--- src/rtl/date_counter.sv ---
// Calendar day/month/year counter (years 2000-2099) with a run mode driven by
// day_tick and a set mode that bumps one field per inc pulse.
module date_counter #(
    parameter int RESET_DAY  = 1,
    parameter int RESET_MON  = 1,
    parameter int RESET_YEAR = 0
) (
    input  logic       clk,
    input  logic       rst,
    input  logic       day_tick,
    input  logic       set_en,
    input  logic [1:0] set_sel,
    input  logic       inc,
    output logic [4:0] cnt_day,
    output logic [4:0] cnt_mon,
    output logic [6:0] cnt_year,
    output logic       year_wrap
);

    localparam logic [4:0] RST_DAY  = 5'(RESET_DAY);
    localparam logic [4:0] RST_MON  = 5'(RESET_MON);
    localparam logic [6:0] RST_YEAR = 7'(RESET_YEAR);

    typedef enum logic [1:0] {
        SEL_DAY  = 2'd0,
        SEL_MON  = 2'd1,
        SEL_YEAR = 2'd2,
        SEL_NONE = 2'd3
    } sel_t;

    sel_t       sel;
    logic [4:0] day_p0, mon_p0;
    logic [6:0] year_p0;
    logic       wrap_p0;
    logic [4:0] day_nxt, mon_nxt;
    logic [6:0] year_nxt;
    logic       wrap_nxt;
    logic [4:0] days_max;

    // Every year divisible by four in 2000-2099 is a leap year, 2000 included.
    function automatic logic [4:0] month_len(input logic [4:0] mon, input logic [6:0] year);
        case (mon)
            5'd4, 5'd6, 5'd9, 5'd11: month_len = 5'd30;
            5'd2:                    month_len = (year[1:0] == 2'b00) ? 5'd29 : 5'd28;
            default:                 month_len = 5'd31;
        endcase
    endfunction

    function automatic logic [4:0] clamp_day(input logic [4:0] day, input logic [4:0] lim);
        clamp_day = (day > lim) ? lim : day;
    endfunction

    function automatic logic [4:0] wrap_inc5(input logic [4:0] val, input logic [4:0] top);
        wrap_inc5 = (val >= top) ? 5'd1 : val + 5'd1;
    endfunction

    function automatic logic [6:0] wrap_year(input logic [6:0] val);
        wrap_year = (val >= 7'd99) ? 7'd0 : val + 7'd1;
    endfunction

    assign sel      = sel_t'(set_sel);
    assign days_max = month_len(mon_p0, year_p0);

    always_comb begin
        day_nxt  = day_p0;
        mon_nxt  = mon_p0;
        year_nxt = year_p0;
        wrap_nxt = 1'b0;
        if (!set_en) begin
            if (day_tick) begin
                if (day_p0 < days_max) begin
                    day_nxt = day_p0 + 5'd1;
                end else begin
                    day_nxt = 5'd1;
                    if (mon_p0 < 5'd12) begin
                        mon_nxt = mon_p0 + 5'd1;
                    end else begin
                        mon_nxt = 5'd1;
                        if (year_p0 < 7'd99) begin
                            year_nxt = year_p0 + 7'd1;
                        end else begin
                            year_nxt = 7'd0;
                            wrap_nxt = 1'b1;
                        end
                    end
                end
            end
        end else if (inc) begin
            // Set mode never carries between fields; a month or year change
            // pulls the day down if it no longer fits.
            case (sel)
                SEL_DAY: day_nxt = wrap_inc5(day_p0, days_max);
                SEL_MON: begin
                    mon_nxt = wrap_inc5(mon_p0, 5'd12);
                    day_nxt = clamp_day(day_p0, month_len(mon_nxt, year_p0));
                end
                SEL_YEAR: begin
                    year_nxt = wrap_year(year_p0);
                    day_nxt  = clamp_day(day_p0, month_len(mon_p0, year_nxt));
                end
                default: ;
            endcase
        end
    end

    // Stage p0: architectural date registers
    always_ff @(posedge clk or posedge rst) begin
        if (rst) begin
            day_p0  <= RST_DAY;
            mon_p0  <= RST_MON;
            year_p0 <= RST_YEAR;
            wrap_p0 <= 1'b0;
        end else begin
            day_p0  <= day_nxt;
            mon_p0  <= mon_nxt;
            year_p0 <= year_nxt;
            wrap_p0 <= wrap_nxt;
        end
    end

    assign cnt_day   = day_p0;
    assign cnt_mon   = mon_p0;
    assign cnt_year  = year_p0;
    assign year_wrap = wrap_p0;

endmodule

--- config.mk ---
export PLATFORM = sky130hd
export DESIGN_NAME = date_counter
export DESIGN_NICKNAME = d
export VERILOG_FILES = /design/src/rtl/date_counter.sv
export SDC_FILE = /design/constraint.sdc
export NUM_CORES = 1
export LEC_CHECK = 0
export ABC_AREA = 1
export BUFFER_PORTS_ARGS = -buffer_cell sky130_fd_sc_hd__buf_4
export CAP_MARGIN = 20
export CELL_PAD_IN_SITES_DETAIL_PLACEMENT = 0
export CELL_PAD_IN_SITES_GLOBAL_PLACEMENT = 2
export CORE_ASPECT_RATIO = 0.6
export CORE_MARGIN = 5
export CORE_UTILIZATION = 33
export CTS_CLUSTER_DIAMETER = 40
export DETAILED_ROUTE_END_ITERATION = 6
export PLACE_DENSITY = 0.93
export SYNTH_ARGS = -nofsm -noshare
export SYNTH_HDL_FRONTEND = slang
export SYNTH_SLANG_ARGS = --single-unit
--- constraint.sdc ---
create_clock -name clk -period 7.02 [get_ports clk]
set_clock_uncertainty 0.2 [all_clocks]
set_input_delay 1.053 -clock clk [delete_from_list [all_inputs] [get_ports clk]]
set_output_delay 1.053 -clock clk [all_outputs]
set_load 0.01 [all_outputs]
; Word-level counts from Yosys, hierarchy flattened
; Index checks and enable logic that the tools add are counted.
[totals]
register_bits = 18
input_bits = 7
[classes]
add_sub_neg = 3
order_cmp = 8
eq_ne = 20
mux = 39
reduce_logical = 9
[ops]
columns = cell, n
row1 = $mux 5, 20
row2 = $mux 7, 8
row3 = $eq 5x3->1 const B, 4
row4 = $eq 5x4->1 const B, 4
row5 = $pmux 5 s3, 1
row6 = $pmux 2 s2, 3
row7 = $add 5x1->5 const B, 2
row8 = $eq 5x2->1 const B, 2
row9 = $gt 5x5->1, 2
row10 = $reduce_and 5->1, 2
row11 = $reduce_or 4->1, 2
row12 = $add 7x1->7 const B, 1
row13 = $ge 7x7->1 const B, 1
row14 = $lt 7x7->1 const B, 1
row15 = $mux 1, 7
row16 = $logic_not 2->1, 3
row17 = $ne 2x1->1 const B, 3
row18 = $ne 3x3->1 const B, 2
row19 = $ge 5x4->1 const B, 1
row20 = $ge 5x5->1, 1
row21 = $lt 5x4->1 const B, 1
row22 = $lt 5x5->1, 1
row23 = $ne 2x2->1 const B, 2
row24 = $ne 4x1->1 const B, 1
row25 = other kinds (4), 4

; Longest topological paths before layout
; Gate-level depths: netlist (run 1).
[logic_depth]
ltp_word = 13
depth_mapped = 16

; Least setup slack after synthesis (run 1)
; Ideal clock, no wire load.
[synth_path]
path_type = register to register
start = register mon_p0[0], in the netlist cnt_mon[0]
end = register day_p0[3], in the netlist cnt_day[3]
t_arrival_ps = 2257
t_required_ps = 6697
setup_slack_ps = 4440
path_stages_with_launch = 15
cell_sequence = dfstp_2 inv_1 ha_1 nand3_1 nor2_1 nand4_1 and2_1 ha_1 nand2_1 a31oi_1 nor2_1 nand2_1 inv_2 o21ai_0 nand2_1
[synth_between]
elab_chain_len = 11
word_cells_on_any_way = 37
cone_classes = 1 x add/sub / 5 x order compare / 12 x eq/ne / 16 x mux / 3 x reduce/logical
[synth_rtl]
columns = element, line_no
row1 = "start, declared", 32  ; logic [4:0] day_p0, mon_p0;
row2 = "start signal, assigned", 115  ; mon_p0 <= mon_nxt;
row3 = $add 5x1->5 or $ge 5x4->1 (tied branches), 54  ; wrap_inc5 = (val >= top) ? 5'd1 : val + 5'd1;
row4 = $mux 5, 54
row5 = $eq 5x3->1 or $eq 5x4->1 (tied branches), 42  ; case (mon)
row6 = $reduce_or 4->1, 42
row7 = $pmux 2 s2, 42
row8 = $mux 5, 91  ; case (sel)
row9 = $mux 5, 88  ; end else if (inc) begin
row10 = $mux 5, 69  ; if (!set_en) begin
row11 = $gt 5x5->1, 50  ; clamp_day = (day > lim) ? lim : day;
row12 = $ne 3x3->1 (no source line), n/a
row13 = $reduce_and 5->1 (no source line), n/a
row14 = "end signal, assigned", 114  ; day_p0 <= day_nxt;
row15 = "end, declared", 32
; Parallel ways exist; a longest one is shown, timed or not. The select of a mux whose other input is x is not followed.
; A chain may end at the register's enable or synchronous reset.

; Worst setup path after layout (run 1)
; Ends and elaborated chain as after synthesis.

==> results of run 1 <==
## power by group through the flow
stage | clock network, uW | registers, uW | logic [uW]
3_3_place_gp | 0 | 222 | 434
4_1_cts | 94.3 | 221 | 431
6_report | 92.2 | 221 | 430
3_5_place_dp | 0 | 222 | 429
5_1_grt | 97.5 | 231 | 501
2_1_floorplan | 0 | 225 | 274
## registers in the layout, summed over array words and instances (netlist names)
| name | flops |
|---|---|
| cnt_day | 5 |
| cnt_mon | 5 |
| cnt_year | 7 |
| year_wrap | 1 |
## cell usage in the layout, fill, tap and decap left out, drive strengths merged, types with 10 or more instances in the layout
cell type and n:
nand2 58, buf 24, nand3 23, a21oi 10
ha 15, o21ai 21, nor2 25, dfrtp 16
inv 36
## kinds of logic after synthesis
kind of cell               count (synthesis)
DFF                                       18
buffers and inverters                     38
AOI/OAI and AO/OA                         36
adders and majority gates                 15
xor gates and xnor gates                   4
and+or+nand+nor                          115
## synthesized netlist by cell type, drive strengths merged (2+ instances only)
master	n
dfstp	2
dfrtp	16
xor2	4
nand3	23
ha	15
nand2	58
inv	36
a21oi	10
nor2	25
and2	3
nand4	3
o21ai	21
## per-layer routing
layer,global-route usage,up-vias
li1,-,782
met1,0.227,683
met2,0.186,30
met3,0.0323,5
met4,0.0409,0
met5,0,-
## how the worst max path moves through the flow
stage | to | slack [ns]
6_report | cnt_day[3]$_DFFE_PP0P_ | 4.23
3_3_place_gp | cnt_day[0]$_DFFE_PP1P_ | 4.33
4_1_cts | cnt_day[3]$_DFFE_PP0P_ | 4.25
5_1_grt | cnt_day[1]$_DFFE_PP0P_ | 3.97
3_5_place_dp | cnt_day[2]$_DFFE_PP0P_ | 4.27
2_1_floorplan | cnt_day[3]$_DFFE_PP0P_ | 4.44
## area by class of cell
class	count	area share
multi-input cells	170	0.507
inverters	37	0.0778
well taps	63	0.0426
repair buffers	24	0.0974
clock buffers	4	0.0298
flip-flops and latches	18	0.245
## worst reg2reg max path: stages, from the launching register on
cell and delay (ns):
dfstp_2 0.59, inv_1 0.11, ha_1 0.29, nand3_1 0.09, nor2_1 0.14, nand4_1 0.13, and2_1 0.18, ha_1 0.26
nand2_1 0.05, a31oi_1 0.16, nor2_1 0.06, nand2_1 0.18, inv_2 0.09, o21ai_0 0.09, nand2_1 0.07
## per-stage QoR
step | instance area, sq um | cells | power, uW
after floorplan | 1540 | 226 | 499
after global placement | 1790 | 312 | 656
after detailed placement | 1790 | 312 | 651
after CTS | 1850 | 316 | 747
after global routing | 1850 | 316 | 829
final | 1850 | 316 | 744
==> results.ini, run 1 <==
[status]
status = completed

[route]
ant_nets = 0
via_per_inst = 4.75
wl_per_cell_um = 12.9
wl_met3_um = 155
via_count = 1500
top_layer = met4
drt-total-wl_um = 4080
drc = 0
met1Wirelength_um = 2350
drtIter0Drc = 96
drtPass1Iterations = 4
wl_met2_um = 1530

[final_layout]
multi_input_comb_area_sq_um = 938
nNetsFinal = 276
n_antenna_cell = 0
fillerInstances = 496
fin_util = 0.407
drive_gt1_frac = 0.158
seqCellArea_sq_um = 453
syn2layout_area_growth_pct = 20.1

[power_and_ir_drop]
power.net_switching_uw = 361
p_comb_frac = 0.579
p_clk_frac = 0.124
p_leak_uw = 0.000982
power.internal_uw = 383
p_per_area_nw_per_um2 = 402
vdd_drop_max_uv = 110
pwr-share-seq = 0.297
p_sw_frac = 0.485

[logic_synthesis]
yosysTopAreaCellShare = 0.260
yosysWarnings = 0
synth-compound-area-share = 0.133
synth_top_family_by_area = simple AND/OR/NAND/NOR gates
synth-seq-area-share = 0.294
syn_nets = 248
async_flop_share = 1.00
yosys-mux-area-fraction = 0
synth_flop_cell = dfrtp_1
ys_ff_latch = 18
synthCells = 226
synth.area.top_cells = dfrtp_1, nand2_1, ha_1
synth_cell_types = 29
synth_area_sq_um = 1540
syn_avg_cell_area_sq_um = 6.82
synth_area_leader_cell = dfrtp_1
synth_fa_ha_area_frac = 0.122
synth_edf_count = 0
synth-simple-area-share = 0.331
synthXorXnorAreaFrac = 0.0227

[worst_setup_path]
crit_required_ns = 6.98
critPathBufInv = 2
arrival_ns = 2.75
cp_max_fo = 7
end_kind = flop
cpPeakStageDelay_ns = 0.59
crit_chain = inv_1 -> ha_1 -> nand3_1 -> nor2_1 -> nand4_1 -> and2_1 -> ha_1 -> nand2_1 -> a31oi_1 -> nor2_1 -> nand2_1 -> inv_2 -> o21ai_0 -> nand2_1
cp.depth = 14
cpMostUsedCell = nand2_1
r2r_end = cnt_day[3]$_DFFE_PP0P_
slowest_stage = dfstp_2
worstSetupStartpointType = flop
crit_family = simple AND/OR/NAND/NOR gates
setup.worst_path.start = cnt_mon[0]$_DFFE_PP1P_
rr_worst_depth = 14
rrSetupSlack_ns = 4.23
worst-setup-path-type = reg -> reg
rr_startpoint = cnt_mon[0]$_DFFE_PP1P_

[floorplan]
initial_core_util = 0.339
dieWidth_um = 98.2
die_h_um = 62.9
dieArea_sq_um = 6180
coreArea_sq_um = 4540
io_pins = 25
fp-row-count = 19

[sta]
final-setup-viol-count = 0
fmax_mhz = 358
hold_viol = 0
slew_violations = 0
grt_setup_unrepaired = no
layout_setup_ws_ns = 4.23
fin_crit_sh = 0.397
min_period_ns = 2.79
final.setup.tns_ns = 0
timing.hold.ws_ns = 0.325
worst_pin_slew_ns = 0.792
max_slew_margin = 0.471

[grt]
grt_max_degree = 19
grt_pass1_vias = 1447
antenna_found_initial = 0
grt_overflow_total = 0
grt_pass1_wl_um = 7140
grtUsageTotal = 0.143

[clocking]
htreeDepth = 1
path_clk_slew_ns = 0.08
cts_sinks = 18
ctsResizeCount = 0
cts_tree = done
clk_latency_ns = 0.27
cts_hold_buf = 0
post_cts_buffers = 0
cts_buffers = 3
clockBufferDepth = 2
cts_root_buf = clkbuf_8

[run]
cap_violations = 0

[place]
pre_cts_ws_ns = 4.27
post-dp-hpwl_um = 3210
portBuffers = 24
gp_congestion = 0.813

[min_path]
hold_path_end = cnt_year[6]$_DFFE_PP0P_
worstHoldStart = cnt_year[6]$_DFFE_PP0P_
min_path_cells = 1
hp-class = reg -> reg

No activity file was read; power rests on OpenSTA's default activity.
==> run 2: changes to the inputs <==
- CORE_UTILIZATION: 33 -> 31
- PLACE_DENSITY: 0.93 -> 0.89
- clock period: 7.02 -> 2.77 ns (I/O delays scaled with it)
==> results.ini, run 2 (synthesized netlist as in run 1, its figures left out) <==
[final_layout]
fin_util = 0.426
final_cell_mix = nand2_1, inv_1, buf_4
final_cell_count_no_fill = 320
drive_gt1_frac = 0.261
largest_reg_flops = 7
syn2layout_area_growth_pct = 29.4
final_common_cell = nand2_1
n_antenna_cell = 0
fillerInstances = 498
nNetsFinal = 280

[clocking]
cts_buffers = 3
cts_root_buf = clkbuf_8
clockBufferDepth = 2
cts_tree = done
cts_sinks = 18
htreeDepth = 1
cts_hold_buf = 0
clk_latency_ns = 0.26
path_clk_slew_ns = 0.07

[sta]
final-setup-viol-count = 0
fmax_mhz = 378
final.setup.tns_ns = 0
hold_viol = 0
grt_setup_unrepaired = yes
timing.hold.ws_ns = 0.0882
slew_violations = 0
worst_pin_slew_ns = 0.760
min_period_ns = 2.65
max_slew_margin = 0.493
fin_crit_sh = 0.956

[min_path]
hp-class = in -> async

[power_and_ir_drop]
vdd_drop_max_uv = 411
p_per_area_nw_per_um2 = 1060
p_leak_uw = 0.00101

[worst_setup_path]
rr_worst_depth = 16
rr_startpoint = cnt_mon[0]$_DFFE_PP1P_
rrSetupSlack_ns = 0.12
r2r_end = cnt_day[2]$_DFFE_PP0P_
worst-setup-path-type = reg -> reg
worstSetupStartpointType = flop
end_kind = flop
arrival_ns = 2.63
cp_max_fo = 6
crit_required_ns = 2.75

[floorplan]
fp-row-count = 19
dieArea_sq_um = 6520
initial_core_util = 0.329
dieWidth_um = 101
die_h_um = 64.6
io_pins = 25
coreArea_sq_um = 4680

[grt]
grt_overflow_total = 0
grt_max_degree = 19
grtUsageTotal = 0.134
grt_pass1_vias = 1356
antenna_found_initial = 0
grt_pass1_wl_um = 6840

[place]
post-dp-hpwl_um = 3300
portBuffers = 24
gp_congestion = 0.808
dpl.cell_count = 312

[route]
via_count = 1540
via_per_inst = 4.81
wl_met2_um = 1560
met1Wirelength_um = 2410
wl_met3_um = 211
drt-total-wl_um = 4240
drtPass1Iterations = 4
wl_per_cell_um = 13.2
top_layer = met4
drtIter0Drc = 104
ant_nets = 0
drc = 0

[status]
status = completed

[run]
cap_violations = 0

## run 2: cell types whose count changed in the layout (fill, tap and decap cells not counted), moves of 4 or more
cell     previous run  this run
nand2_2             2         6
ha_1               15        11
inv_1              34        30
nand2_1            54        48
nand3_1            23        19
## run 2: layer usage
metal,vias to the layer above,track usage
li1,786,-
met3,5,0.0354
met1,715,0.222
met5,-,0
met4,0,0.0448
met2,34,0.155
## run 2: critical path, cell delays in order (launching register included)
cell and delay [ns]:
dfstp_2 0.60, inv_4 0.06, ha_4 0.24, nand3_4 0.09
nor2_4 0.04, buf_4 0.12, nand3_2 0.09, inv_2 0.05
ha_4 0.25, inv_1 0.03, o21bai_1 0.15, a31oi_1 0.10
nor2_1 0.14, nand2_2 0.11, inv_2 0.10, nor2_1 0.05
a21oi_1 0.13
## run 2: worst max path at each step
stage	start	end	cells after the start	slack, ns
3_5_place_dp	cnt_mon[0]$_DFFE_PP1P_	cnt_day[4]$_DFFE_PP0P_	14	-0.005
6_report	cnt_mon[0]$_DFFE_PP1P_	cnt_day[2]$_DFFE_PP0P_	16	0.12
4_1_cts	cnt_mon[0]$_DFFE_PP1P_	cnt_day[4]$_DFFE_PP0P_	14	0.03
3_3_place_gp	cnt_mon[0]$_DFFE_PP1P_	cnt_day[2]$_DFFE_PP0P_	14	0.1
2_1_floorplan	cnt_mon[0]$_DFFE_PP1P_	cnt_day[3]$_DFFE_PP0P_	14	0.19
5_1_grt	cnt_mon[0]$_DFFE_PP1P_	cnt_day[2]$_DFFE_PP0P_	14	-0.04
## run 2: area by class of cell
type / count / area [sq um] / share of cell area
clock buffer: 4 / 55.1 / 0.0276
inverter: 37 / 146 / 0.0734
timing repair buffer: 28 / 214 / 0.107
multi-input combinational: 170 / 1040 / 0.523
tap: 63 / 78.8 / 0.0395
sequential: 18 / 457 / 0.229
## run 2: repair_timing
| item | CTS | global route |
|---|---|---|
| endpoints found under the setup margin | 3 | 7 |
| endpoints found under the hold margin | 0 | 0 |
| pin swaps | 0 | 12 |
| setup buffers | 0 | 4 |
| resized for setup | 1 | 29 |
| gates cloned | 0 | 0 |
## run 2: through the flow
step	setup slack (ns)	total power, uW	instance area [sq um]
final	0.123	2110	1990
after global placement	0.0980	1680	1790
after global routing	-0.0446	2320	1990
after CTS	0.0285	1880	1850
after detailed placement	-0.00535	1650	1790
after floorplan	0.190	1260	1540
## run 2: power by group
group / total, uW / switching [uW] / internal, uW / leakage, uW
logic: 1310 / 719 / 591 / 0.000766
clock network: 224 / 97.6 / 127 / 0.0000288
registers: 575 / 192 / 383 / 0.000213
total: 2110 / 1010 / 1100 / 0.00101
==> run 3: changes to the inputs <==
- HOLD_SLACK_MARGIN: unset -> 0.15
==> results.ini, run 3 (synthesized netlist as in run 1, its figures left out) <==
[status]
status = completed

[grt]
grtUsageTotal = 0.134
antenna_found_initial = 0
grt_max_degree = 19
grt_pass1_vias = 1362
grt_pass1_wl_um = 6860
grt_overflow_total = 0

[clocking]
clk_latency_ns = 0.26
cts_sinks = 18
htreeDepth = 1
cts_root_buf = clkbuf_8
cts_tree = done
cts_buffers = 3
clockBufferDepth = 2
path_clk_slew_ns = 0.07

[final_layout]
nNetsFinal = 281
drive_gt1_frac = 0.260
n_antenna_cell = 0
final_cell_mix = nand2_1, inv_1, buf_4
syn2layout_area_growth_pct = 30.1
fin_util = 0.428
fillerInstances = 497
fin_area_sq_um = 2000
largest_reg_flops = 7
final_common_cell = nand2_1

[sta]
max_slew_margin = 0.496
grt_setup_unrepaired = yes
fin_crit_sh = 0.960
fmax_mhz = 376
min_period_ns = 2.66
final-setup-viol-count = 0
slew_violations = 0
worst_pin_slew_ns = 0.755
hold_viol = 0

[route]
top_layer = met4
drc = 0
wl_per_cell_um = 13.2
ant_nets = 0
drtIter0Drc = 102
via_count = 1538
met1Wirelength_um = 2380
wl_met2_um = 1570
wl_met3_um = 235
drtPass1Iterations = 4
drt-total-wl_um = 4250
via_per_inst = 4.79

[power_and_ir_drop]
p_leak_uw = 0.00101
vdd_drop_max_uv = 411
p_per_area_nw_per_um2 = 1050

[place]
gp_congestion = 0.808
portBuffers = 24
post-dp-hpwl_um = 3300
postPlaceCellArea_sq_um = 1790

[worst_setup_path]
cp_max_fo = 9
slowest_stage = dfstp_2
critPathBufInv = 3
arrival_ns = 2.62
crit_required_ns = 2.73
cpPeakStageDelay_ns = 0.60
crit_chain = buf_6 -> ha_4 -> nand2_2 -> nand3_1 -> nand3_1 -> inv_1 -> a21oi_1 -> ha_1 -> o21ai_4 -> nand2_4 -> o21ai_2 -> nand2_4 -> clkinv_4 -> o21ai_0 -> and2_1
crit_family = simple AND/OR/NAND/NOR gates
end_kind = flop
worstSetupStartpointType = flop
worst-setup-path-type = reg -> reg

[floorplan]
die_h_um = 64.6
dieArea_sq_um = 6520
fp-row-count = 19
dieWidth_um = 101
io_pins = 25
coreArea_sq_um = 4680
initial_core_util = 0.329

[run]
cap_violations = 0

[min_path]
hp-class = in -> reg

-- run 3: power by group --
group | leakage, uW | internal, uW | switching, uW
sequential | 0.000213 | 383 | 191
combinational | 0.000770 | 592 | 722
clock | 0.0000288 | 127 | 97.4
total | 0.00101 | 1100 | 1010
-- run 3: per-stage QoR --
step | cells | setup TNS (ns) | hold WS, ns | setup WS, ns | power (uW)
2_1_floorplan | 226 | 0 | 0.153 | 0.190 | 1260
3_3_place_gp | 312 | 0 | 0.320 | 0.0980 | 1680
3_5_place_dp | 312 | -0.00736 | 0.311 | -0.00535 | 1650
4_1_cts | 317 | 0 | 0.208 | 0.0285 | 1880
5_1_grt | 321 | -0.151 | 0.235 | -0.0446 | 2320
6_report | 321 | 0 | 0.209 | 0.110 | 2110
-- run 3: routing by layer --
metal  vias up  track usage
li1        788            -
met1       714        0.221
met2        31        0.157
met3         5       0.0354
met4         0       0.0448
met5         -            0
-- run 3: final timing paths --
path                                      endpoint  slack (ns)                     from  depth (start not counted)
setup / recovery           cnt_year[4]$_DFFE_PP0P_        0.11   cnt_mon[0]$_DFFE_PP1P_                         15
hold / removal                 year_wrap$_DFF_PP0_        0.21                 day_tick                          3
setup reg to reg           cnt_year[4]$_DFFE_PP0P_        0.11   cnt_mon[0]$_DFFE_PP1P_                         15
hold reg to reg            cnt_year[6]$_DFFE_PP0P_        0.33  cnt_year[6]$_DFFE_PP0P_                          1
max in group asynchronous   cnt_mon[3]$_DFFE_PP0P_        1.21                      rst                          3
min in group asynchronous  cnt_year[6]$_DFFE_PP0P_        0.64                      rst                          3
-- run 3: area by class of cell --
type,count,area [sq um],share of cell area
multi-input combinational,170,1040,0.520
sequential,18,457,0.228
timing repair buffer,29,224,0.112
inverter,37,146,0.0731
tap,63,78.8,0.0394
clock buffer,4,55.1,0.0275
-- run 3: worst register-to-register path: cells and delay by family, from the launching register on --
family	cells	cell delay, ns
flops	1	0.60
simple gates	6	0.67
buf+inv	3	0.35
compound gates	4	0.40
fa+ha+maj	2	0.33
-- run 3: repair_timing --
| action | CTS | global route |
|---|---|---|
| pin swaps | 0 | 12 |
| gates resized for setup | 1 | 29 |
| setup endpoints to repair | 3 | 7 |
| hold endpoints to repair | 16 | 0 |
| hold buffers | 1 | 0 |
| buffers inserted | 0 | 4 |
